[src/rtl/mbist_pkg.sv]
// Shared definitions for the March C- MBIST controller: FSM encoding,
// element indices and the per-element operation tables.
package mbist_pkg;

   typedef enum logic [1:0] {
      IDLE  = 2'd0,
      RUN   = 2'd1,
      DRAIN = 2'd2,
      DONE  = 2'd3
   } state_t;

   localparam int ELEM_W = 3;

   localparam logic [ELEM_W-1:0] E0 = 3'd0;
   localparam logic [ELEM_W-1:0] E1 = 3'd1;
   localparam logic [ELEM_W-1:0] E2 = 3'd2;
   localparam logic [ELEM_W-1:0] E3 = 3'd3;
   localparam logic [ELEM_W-1:0] E4 = 3'd4;
   localparam logic [ELEM_W-1:0] E5 = 3'd5;

   // Bit e of each table describes element e.
   localparam logic [5:0] ELEM_DOWN    = 6'b011000;  // E3, E4 walk N-1..0
   localparam logic [5:0] ELEM_TWO_OPS = 6'b011110;  // E1..E4 are read-then-write
   localparam logic [5:0] SLOT0_WE     = 6'b000001;  // only E0 starts with a write
   localparam logic [5:0] SLOT1_WE     = 6'b011110;  // second slot is always a write
   localparam logic [5:0] SLOT0_BG     = 6'b010100;  // w0 r0 r1 r0 r1 r0
   localparam logic [5:0] SLOT1_BG     = 6'b001010;  // -  w1 w0 w1 w0 -

   function automatic logic elem_down(input logic [ELEM_W-1:0] e);
      return (e <= E5) ? ELEM_DOWN[e] : 1'b0;
   endfunction

   function automatic logic elem_two_ops(input logic [ELEM_W-1:0] e);
      return (e <= E5) ? ELEM_TWO_OPS[e] : 1'b0;
   endfunction

   function automatic logic slot_we(input logic [ELEM_W-1:0] e, input logic s);
      if (e > E5) return 1'b0;
      return s ? SLOT1_WE[e] : SLOT0_WE[e];
   endfunction

   function automatic logic slot_bg(input logic [ELEM_W-1:0] e, input logic s);
      if (e > E5) return 1'b0;
      return s ? SLOT1_BG[e] : SLOT0_BG[e];
   endfunction

endpackage

[src/rtl/mbist_cmp.sv]
// Read-data checker: carries expected data alongside each issued op for two
// cycles so it lines up with the SRAM's registered dout, then compares.
// With MBIST_DIAG_EN defined it also latches first-failure diagnostics.
module mbist_cmp
   import mbist_pkg::*;
#(
   parameter int pADDR_WIDTH = 4,
   parameter int pDATA_WIDTH = 2
) (
   input  logic                   clk,
   input  logic                   rst_n,
   input  logic                   clr,
   input  logic                   iss_vld,
   input  logic [pDATA_WIDTH-1:0] iss_exp,
   input  logic [pDATA_WIDTH-1:0] mem_dout,
`ifdef MBIST_DIAG_EN
   input  logic [pADDR_WIDTH-1:0] iss_addr,
   input  logic [ELEM_W-1:0]      iss_elem,
   output logic [pADDR_WIDTH-1:0] fail_addr,
   output logic [ELEM_W-1:0]      fail_elem,
   output logic [pDATA_WIDTH-1:0] fail_syn,
`endif
   output logic                   fail_next
);

   logic                   vld_p0_q, vld_p1_q;
   logic [pDATA_WIDTH-1:0] exp_p0_q, exp_p1_q;
   logic                   fail_q, fail_d;
   logic                   mis;

   // Miscompare on a valid read slot; sticky flag cleared by a new run.
   always_comb begin
      mis       = vld_p1_q && (mem_dout != exp_p1_q);
      fail_next = fail_q | mis;
      fail_d    = clr ? 1'b0 : fail_next;
   end

   // Expected-data pipeline and sticky fail flag.
   always_ff @(posedge clk or negedge rst_n) begin
      if (!rst_n) begin
         vld_p0_q <= 1'b0;
         vld_p1_q <= 1'b0;
         exp_p0_q <= '0;
         exp_p1_q <= '0;
         fail_q   <= 1'b0;
      end else begin
         vld_p0_q <= iss_vld;
         vld_p1_q <= vld_p0_q;
         exp_p0_q <= iss_exp;
         exp_p1_q <= exp_p0_q;
         fail_q   <= fail_d;
      end
   end

`ifdef MBIST_DIAG_EN
   logic [pADDR_WIDTH-1:0] addr_p0_q, addr_p1_q, faddr_q, faddr_d;
   logic [ELEM_W-1:0]      elem_p0_q, elem_p1_q, felem_q, felem_d;
   logic [pDATA_WIDTH-1:0] fsyn_q, fsyn_d;

   // Capture only the first miscompare of a run; hold until the next start.
   always_comb begin
      faddr_d = faddr_q;
      felem_d = felem_q;
      fsyn_d  = fsyn_q;
      if (clr) begin
         faddr_d = '0;
         felem_d = '0;
         fsyn_d  = '0;
      end else if (mis && !fail_q) begin
         faddr_d = addr_p1_q;
         felem_d = elem_p1_q;
         fsyn_d  = mem_dout ^ exp_p1_q;
      end
   end

   // Address/element pipeline and diagnostic capture registers.
   always_ff @(posedge clk or negedge rst_n) begin
      if (!rst_n) begin
         addr_p0_q <= '0;
         addr_p1_q <= '0;
         elem_p0_q <= '0;
         elem_p1_q <= '0;
         faddr_q   <= '0;
         felem_q   <= '0;
         fsyn_q    <= '0;
      end else begin
         addr_p0_q <= iss_addr;
         addr_p1_q <= addr_p0_q;
         elem_p0_q <= iss_elem;
         elem_p1_q <= elem_p0_q;
         faddr_q   <= faddr_d;
         felem_q   <= felem_d;
         fsyn_q    <= fsyn_d;
      end
   end

   assign fail_addr = faddr_q;
   assign fail_elem = felem_q;
   assign fail_syn  = fsyn_q;
`endif

endmodule

[src/rtl/mbist_march_ctrl.sv]
// March C- MBIST sequencer driving a single-port synchronous SRAM.
// One op per clock for 10N ops, then a two-cycle drain for the last compare.
// Define MBIST_DIAG_EN to enable first-failure address/element/syndrome capture.
module mbist_march_ctrl
   import mbist_pkg::*;
#(
   parameter int pADDR_WIDTH = 4,
   parameter int pDATA_WIDTH = 2
) (
   input  logic                   clk,
   input  logic                   rst_n,
   input  logic                   start,
   output logic                   busy,
   output logic                   done,
   output logic                   pass,
   output logic                   mem_cs,
   output logic                   mem_we,
   output logic [pADDR_WIDTH-1:0] mem_addr,
   output logic [pDATA_WIDTH-1:0] mem_din,
   input  logic [pDATA_WIDTH-1:0] mem_dout,
   output logic [pADDR_WIDTH-1:0] fail_addr,
   output logic [2:0]             fail_elem,
   output logic [pDATA_WIDTH-1:0] fail_syn
);

   localparam logic [pADDR_WIDTH-1:0] ADDR_MAX = {pADDR_WIDTH{1'b1}};

   state_t                 state_q, state_d;
   logic [ELEM_W-1:0]      elem_q, elem_d;
   logic [pADDR_WIDTH-1:0] addr_q, addr_d;
   logic                   slot_q, slot_d;
   logic                   drain_q, drain_d;
   logic                   busy_q, busy_d, done_q, done_d, pass_q, pass_d;
   logic                   mem_cs_q, mem_cs_d, mem_we_q, mem_we_d;
   logic [pADDR_WIDTH-1:0] mem_addr_q, mem_addr_d;
   logic [pDATA_WIDTH-1:0] mem_din_q, mem_din_d;

   logic                   start_ok, issue, last_slot, elem_end, last_op;
   logic [ELEM_W-1:0]      cur_elem, nxt_elem;
   logic [pADDR_WIDTH-1:0] cur_addr;
   logic                   cur_slot, cur_we, cur_bg;
   logic                   iss_vld, fail_next;
   logic [pDATA_WIDTH-1:0] iss_exp;

   // Op issue, counter advance and FSM next-state.
   always_comb begin
      state_d    = state_q;
      elem_d     = elem_q;
      addr_d     = addr_q;
      slot_d     = slot_q;
      drain_d    = drain_q;
      busy_d     = busy_q;
      done_d     = done_q;
      pass_d     = pass_q;
      mem_cs_d   = 1'b0;
      mem_we_d   = 1'b0;
      mem_addr_d = '0;
      mem_din_d  = '0;
      iss_vld    = 1'b0;
      iss_exp    = '0;

      // The start edge itself issues op 0, so the counters are bypassed then.
      start_ok  = start && ((state_q == IDLE) || (state_q == DONE));
      issue     = start_ok || (state_q == RUN);
      cur_elem  = start_ok ? E0 : elem_q;
      cur_addr  = start_ok ? '0 : addr_q;
      cur_slot  = start_ok ? 1'b0 : slot_q;
      cur_we    = slot_we(cur_elem, cur_slot);
      cur_bg    = slot_bg(cur_elem, cur_slot);
      nxt_elem  = cur_elem + 3'd1;
      last_slot = !elem_two_ops(cur_elem) || cur_slot;
      elem_end  = elem_down(cur_elem) ? (cur_addr == '0) : (cur_addr == ADDR_MAX);
      last_op   = issue && last_slot && elem_end && (cur_elem == E5);

      if (issue) begin
         mem_cs_d   = 1'b1;
         mem_we_d   = cur_we;
         mem_addr_d = cur_addr;
         mem_din_d  = cur_we ? {pDATA_WIDTH{cur_bg}} : '0;
         iss_vld    = !cur_we;
         iss_exp    = {pDATA_WIDTH{cur_bg}};
         if (!last_slot) begin
            slot_d = 1'b1;
         end else begin
            slot_d = 1'b0;
            if (last_op) begin
               elem_d = E0;
               addr_d = '0;
            end else if (elem_end) begin
               elem_d = nxt_elem;
               addr_d = elem_down(nxt_elem) ? ADDR_MAX : '0;
            end else begin
               addr_d = elem_down(cur_elem) ? (cur_addr - 1'b1) : (cur_addr + 1'b1);
            end
         end
      end

      case (state_q)
         IDLE, DONE: begin
            if (start_ok) begin
               state_d = RUN;
               busy_d  = 1'b1;
               done_d  = 1'b0;
               pass_d  = 1'b0;
            end
         end
         RUN: begin
            if (last_op) begin
               state_d = DRAIN;
               drain_d = 1'b0;
            end
         end
         DRAIN: begin
            // Second drain cycle is when the final read's dout is compared.
            if (drain_q) begin
               state_d = DONE;
               drain_d = 1'b0;
               busy_d  = 1'b0;
               done_d  = 1'b1;
               pass_d  = !fail_next;
            end else begin
               drain_d = 1'b1;
            end
         end
         default: state_d = IDLE;
      endcase
   end

   // State, counters and registered SRAM pins; reset drops mem_cs at once.
   always_ff @(posedge clk or negedge rst_n) begin
      if (!rst_n) begin
         state_q    <= IDLE;
         elem_q     <= E0;
         addr_q     <= '0;
         slot_q     <= 1'b0;
         drain_q    <= 1'b0;
         busy_q     <= 1'b0;
         done_q     <= 1'b0;
         pass_q     <= 1'b0;
         mem_cs_q   <= 1'b0;
         mem_we_q   <= 1'b0;
         mem_addr_q <= '0;
         mem_din_q  <= '0;
      end else begin
         state_q    <= state_d;
         elem_q     <= elem_d;
         addr_q     <= addr_d;
         slot_q     <= slot_d;
         drain_q    <= drain_d;
         busy_q     <= busy_d;
         done_q     <= done_d;
         pass_q     <= pass_d;
         mem_cs_q   <= mem_cs_d;
         mem_we_q   <= mem_we_d;
         mem_addr_q <= mem_addr_d;
         mem_din_q  <= mem_din_d;
      end
   end

   mbist_cmp #(
      .pADDR_WIDTH(pADDR_WIDTH),
      .pDATA_WIDTH(pDATA_WIDTH)
   ) u_cmp (
      .clk       (clk),
      .rst_n     (rst_n),
      .clr       (start_ok),
      .iss_vld   (iss_vld),
      .iss_exp   (iss_exp),
      .mem_dout  (mem_dout),
`ifdef MBIST_DIAG_EN
      .iss_addr  (cur_addr),
      .iss_elem  (cur_elem),
      .fail_addr (fail_addr),
      .fail_elem (fail_elem),
      .fail_syn  (fail_syn),
`endif
      .fail_next (fail_next)
   );

`ifndef MBIST_DIAG_EN
   assign fail_addr = '0;
   assign fail_elem = '0;
   assign fail_syn  = '0;
`endif

   assign busy     = busy_q;
   assign done     = done_q;
   assign pass     = pass_q;
   assign mem_cs   = mem_cs_q;
   assign mem_we   = mem_we_q;
   assign mem_addr = mem_addr_q;
   assign mem_din  = mem_din_q;

endmodule

[config.mk]
export PLATFORM = sky130hd
export DESIGN_NAME = mbist_march_ctrl
export DESIGN_NICKNAME = d
export VERILOG_FILES = /design/src/rtl/mbist_pkg.sv /design/src/rtl/mbist_cmp.sv /design/src/rtl/mbist_march_ctrl.sv
export SDC_FILE = /design/constraint.sdc
export NUM_CORES = 1
export LEC_CHECK = 0
export CORE_UTILIZATION = 36
export CTS_BUF_LIST = sky130_fd_sc_hd__clkbuf_4 sky130_fd_sc_hd__clkbuf_8
export DETAILED_ROUTE_END_ITERATION = 12
export PLACE_DENSITY_LB_ADDON = 0.3
export SETUP_SLACK_MARGIN = 0.5
export SYNTH_ARGS = -nofsm -noshare
export SYNTH_HDL_FRONTEND = slang
export SYNTH_SLANG_ARGS = --single-unit
[constraint.sdc]
create_clock -name clk -period 2.9 [get_ports clk]
set_input_delay 0.29 -clock clk [delete_from_list [all_inputs] [get_ports clk]]
set_output_delay 0.29 -clock clk [all_outputs]
set_load 0.02 [all_outputs]
* Yosys cells after proc, flatten, opt, wreduce, memory -nomap -nowiden
Memory sizes are Yosys's and may differ from the RTL's.
Index checks and enable logic that the tools add are counted.
** Storage, ports and cells
- Flip-flop bits (word level) :: 29
- Output and inout bits :: 20
- Word-level logic and storage cells :: 112
- Memories kept :: 6
- Bits in read-only memories :: 48
** Memory list
- (name not given) :: depth 8, bits a word 1, read ports 1, clocked after memory_dff 0, write ports 0, line mbist_pkg.sv:30 : return (e <= E5) ? ELEM_DOWN[e] : 1'b0;
- (name not given) :: depth 8, bits a word 1, read ports 1, clocked after memory_dff 0, write ports 0, line mbist_pkg.sv:30
- (name not given) :: depth 8, bits a word 1, read ports 1, clocked after memory_dff 0, write ports 0, line mbist_pkg.sv:34 : return (e <= E5) ? ELEM_TWO_OPS[e] : 1'b0;
- (name not given) :: depth 8, bits a word 1, read ports 1, clocked after memory_dff 0, write ports 0, line mbist_pkg.sv:44 : return s ? SLOT1_BG[e] : SLOT0_BG[e];
- (name not given) :: depth 8, bits a word 1, read ports 1, clocked after memory_dff 0, write ports 0, line mbist_pkg.sv:44
- (name not given) :: depth 8, bits a word 1, read ports 1, clocked after memory_dff 0, write ports 0, line mbist_pkg.sv:39 : return s ? SLOT1_WE[e] : SLOT0_WE[e];
** Operators by class
- Reduce and logical (&&, ||, !) cells :: 22
- Equal/unequal tests :: 9
- Multiplexer cells :: 49
- Add/subtract/negate cells :: 3
- Bitwise gates (word level) :: 1
- Order comparisons :: 5
** Operator list (number)
- 1-bit two-way mux :: 29
- 4-bit two-way mux :: 6
- 2-bit two-way mux :: 6
- 3-bit two-way mux :: 3
- 3-bit AND reduction :: 3
- 3-bit by 4-bit less-than comparator with 1-bit output (second input constant) :: 2
- 1-bit one-hot mux with 2 select lines :: 4
- 3-bit <= comparator (second input constant) :: 2
- 2-bit one-hot mux with 3 select lines :: 1
- 2-bit nonzero test :: 3
- 1-bit logical AND :: 5
- 4-bit by 1-bit adder with 4-bit output (second input constant) :: 1
- 2-bit == test (second input constant) :: 2
- 4-bit == test (second input constant) :: 1
- 4-bit zero test :: 1
- 2-bit inequality test (second input constant) :: 2
- 2-bit AND reduction :: 2
- 4-bit by 1-bit subtractor with 4-bit output (second input constant) :: 1
- 3-bit by 1-bit adder with 3-bit output (second input constant) :: 1
- 3-bit == test (second input constant) :: 1
- 3-bit > comparator (second input constant) :: 1
- 1-bit zero test :: 3
- 1-bit logical OR :: 3
- 2-bit by 1-bit == test with 1-bit output (second input constant) :: 1
- other kinds (5) :: 5

* Depth between registers and ports, before layout
- Depth in word-level cells :: 14
- Depth in mapped cells :: 19
- Mapped depth without buffers :: 16

* By module
Synthesis repeated with hierarchy kept, for this count alone.
** Second synthesis, totals
- Cell total of the unflattened synthesis :: 177
- Area, all modules :: 1664.1 µm²
** By module, submodules not included
- mbist_march_ctrl :: cells an instance 165, times used 1, seq. area each 525.5 µm², area an instance 1447.6 µm²
- mbist_cmp :: cells an instance 12, times used 1, seq. area each 175.2 µm², area an instance 216.5 µm²

* Worst setup path before layout
OpenSTA, ideal clock, no wires.
- Path type :: register to register
- From :: reg state_q[0]
- To :: reg addr_q[2]
- Period minus slack after synthesis :: 3.016 ns
- Setup time :: 0.069 ns
- Path slack :: -0.116 ns
- Stages on the path, launching flop included :: 20
- Data arrival time :: 2.946 ns
- Data required time :: 2.831 ns
- Path buffers :: 3
- Cells stage by stage :: dfrtp_1 > inv_1 > ha_1 > buf_6 > nand2_1 > clkbuf_1 > nand2_1 > inv_1 > ha_1 > nor2b_1 > buf_4 > nor2_1 > xor2_1 > a21oi_1 > o21ai_0 > ha_1 > a31oi_1 > xnor2_1 > nand3_1 > nand3_1
** On the way
- Longest elaborated chain between the ends :: 13
** RTL lines
- start, declared :: line mbist_march_ctrl.sv:28 : state_t state_q, state_d;
- start signal, assigned :: line mbist_march_ctrl.sv:145 : state_q <= state_d;
- parallel branches: the longest is 13 deep, another holds 3-bit by 1-bit adder with 3-bit output
- end signal, assigned :: line mbist_march_ctrl.sv:147 : addr_q <= addr_d;
- end, declared :: line mbist_march_ctrl.sv:30 : logic [pADDR_WIDTH-1:0] addr_q, addr_d;
Several ways; the timed one is not identified. The select of a mux whose other input is x is not followed.
A chain may end at the register's enable or synchronous reset.

* Worst setup path after layout
- From :: reg state_q[1]
- To :: reg addr_q[2]
Same word-level chain as after synthesis.

==> key figures <==
Status
  – Status: finished, final reports clean

Place
  – Pre-CTS setup slack: ~0.2 ns
  – Cell area after placement: 0.00204 mm^2
  – DPL Wire Length: approximately 2.7 mm
  – Post-placement cell count: 281
  – RePlAce Congestion: 0.860
  – Port bufs: 15

Routing
  – Pre-antenna DRT Iters: 4
  – Uppermost routed layer: met4
  – Antenna Nets Post-Route: 0
  – M1 WL: 1.83 mm
  – Drt drc: 0
  – Via-per-instance ratio: 5.05
  – Wire length on met2: about 1.9 mm
  – Metal3 WL: between 100 and 150 um
  – Via count: ~1500
  – Final WL: ~4 mm
  – WL/cell: between 10 and 15 um
  – Drt initial violations: just over 80

Logic synthesis
  – #FFs+latches synth: 26
  – Syn. warnings: 0
  – EDFF count, synth: 0
  – Register area share after synthesis: 0.355
  – Post-synthesis cell count: roughly 200
  – Post-synth ARST share: 1.00
  – Distinct cells, synth: 54
  – Main synth FF type: dfrtp_1
  – Syn avg cell area: between 9 and 10 um^2
  – Synthesized area: 0.00183 mm^2

Worst setup path
  – Worst path required time: 3.11 ns
  – Worst path cell trace: ha_4, nand2_8, nand2_4, inv_4, ha_4, nor2b_1, buf_4, nor2_4, xor2_1, a21oi_1, o21ai_1, ha_2, a31oi_4, xnor2_1, nand3_1, nand3_1
  – CP bufs+invs: 2
  – CP arrival: 2.69 ns
  – Crit start category: flop
  – Slowest cell on crit path: dfrtp_1
  – Delay-heaviest family, CP: adder cells
  – Crit. End Element: flop
  – CP Class: flop to flop
  – Largest stage delay, worst path: ~0.42 ns
  – CP Max Fanout: 5

CTS
  – Total clock sinks: 26
  – H-tree levels: 1
  – Worst-Skew Late Latency: 0.27 ns
  – CTS Hold Buffers Added: 0
  – TritonCTS clock tree: yes
  – CTS Buf Count: 3
  – Root Driver: clkbuf_8
  – Clk buf depth: 2
  – Clk pin slew, worst setup/hold paths: 0.08 ns

Finish
  – Finished Layout Cells: between 200 and 300
  – Layout area overhead: 21.9%
  – # diodes: 0
  – Layout cells sized above 1: 0.256
  – Fin nets: about 240
  – Most common cell after layout, fill and taps aside: dfrtp_1
  – Most frequent cells in the layout: dfrtp_1 (26), buf_4 (20), nand2_1 (19), clkdlybuf4s50_1 (15), nor2_1 (13)
  – FILL cells: approximately 490
  – Design area: 0.00223 mm^2

Hold path
  – Hold Path Class: flop to flop

Die
  – Die Width: around 73 um
  – Die ar.: approximately 0.0054 mm^2
  – Initial Util: 0.380
  – Core Area: about 0.0048 mm^2
  – Core Rows: 25
  – Die Y: roughly 73 um
  – Num ports: 25

STA
  – Hold Fails Final Rpt: 0
  – Fin crit share: 0.856
  – Fin. max-slew vios: 0
  – Post-route setup slack: 0.417 ns
  – Endpoints failing setup: 0
  – Clock skew: ~0.0037 ns
  – Setup Total Neg Slack: 0 ns
  – RSZ-0062 raised after global routing: yes
  – Fmax: between 400 and 500 MHz
  – Final min period: 2.48 ns

Power and ir drop
  – Power Density: between 700 and 800 mW/mm^2
  – Static leakage: between 0.0009 and 0.001 uW
  – Max VDD drop: between 200 and 300 uV
  – Pwr Total: around 1600 uW

Global routing
  – First-pass GRT wire length: around 6.5 mm
  – Vias in the first global route: about 1400
  – GRT Overall Usage: 0.156
  – Antenna violations before repair: 0
  – Largest net degree at the start of global routing: 27
  – Global route overflow: 0

Run
  – Max-cap check violation count: 0
stage by stage:
step / util / hold slack, ns
floorplan: - / -0.00559
global placement: 0.423 / 0.332
detailed placement: 0.423 / 0.341
CTS: 0.452 / 0.361
global route: 0.463 / 0.374
finish: 0.463 / 0.360
power breakdown:
part,internal [uW],switching [uW],leakage (uW)
logic,400,465,0.000631
clock network,93.1,107,0.0000216
registers,455,94.6,0.000333
total,947,666,0.000986
final cells by class:
type                    instances  area, um^2  share of cell area
flip-flops and latches         26         651               0.291
well taps                      67        83.8              0.0376
clock buffers                   3        41.3              0.0185
multi-input cells             150        1100               0.492
inverters                      12        47.5              0.0213
repair buffers                 36         312               0.140
final timing paths:
check / start / endpoint / slack (ns) / cells past startpoint
max in group asynchronous: rst_n / mem_addr[2]$_DFF_PN0_ / 2.27 / 2
max reg2reg: state_q[1]$_DFFE_PN0P_ / addr_q[2]$_DFFE_PN0P_ / 0.42 / 16
min in group asynchronous: rst_n / u_cmp.vld_p1_q$_DFF_PN0_ / 0.39 / 2
max: state_q[1]$_DFFE_PN0P_ / addr_q[2]$_DFFE_PN0P_ / 0.42 / 16
min reg2reg: u_cmp.exp_p0_q[0]$_DFF_PN0_ / u_cmp.exp_p1_q[0]$_DFF_PN0_ / 0.36 / 0
min: u_cmp.exp_p0_q[0]$_DFF_PN0_ / u_cmp.exp_p1_q[0]$_DFF_PN0_ / 0.36 / 0
registers in the layout (all words and copies together), names as in the netlist:
signal,cells
mem_we,1
mem_addr,4
state_q,2
pass,1
done,1
u_cmp.vld_p1_q,1
elem_q,3
mem_din,1
busy,1
drain_q,1
u_cmp.vld_p0_q,1
u_cmp.exp_p0_q,1
mem_cs,1
slot_q,1
u_cmp.exp_p1_q,1
addr_q,4
u_cmp.fail_q,1
logic make-up (layout without fill, tap and decap cells):
kind of cell | after synthesis | in the layout | share of synthesized area
flops | 26 | 26 | 0.355
xor+xnor | 3 | 3 | 0.0144
mux | 2 | 2 | 0.0123
compound gates | 53 | 53 | 0.198
buf+inv | 35 | 51 | 0.125
other cells | 1 | 9 | 0.00205
fa+ha+maj | 10 | 10 | 0.0677
simple gates | 73 | 73 | 0.225
routing by layer:
metal / GRT usage / vias up
met5: 0 / -
met3: 0.0206 / 5
met1: 0.211 / 707
met4: 0.0449 / 0
met2: 0.259 / 33
li1: - / 740
repair_timing:
item	in CTS	in global routing
resized for setup	5	13
pin swaps	10	11
endpoints found under the setup margin	10	10
setup buffers	9	1
cell usage after synthesis, drive strengths merged (3+ instances only):
master	instances	share of area
nand2	23	0.049
a21boi	4	0.016
a31oi	5	0.017
nor2	17	0.036
a21oi	11	0.030
clkbuf	4	0.0082
dfrtp	26	0.36
buf	19	0.092
o31ai	3	0.012
o22ai	3	0.014
nand2b	3	0.010
a22o	3	0.014
nor2b	3	0.010
nand4	3	0.018
inv	12	0.025
ha	9	0.062
nand3	7	0.019
o21ai	11	0.032
or3	3	0.010
and3	5	0.018
Note: power is estimated with default switching activity, not from simulation.
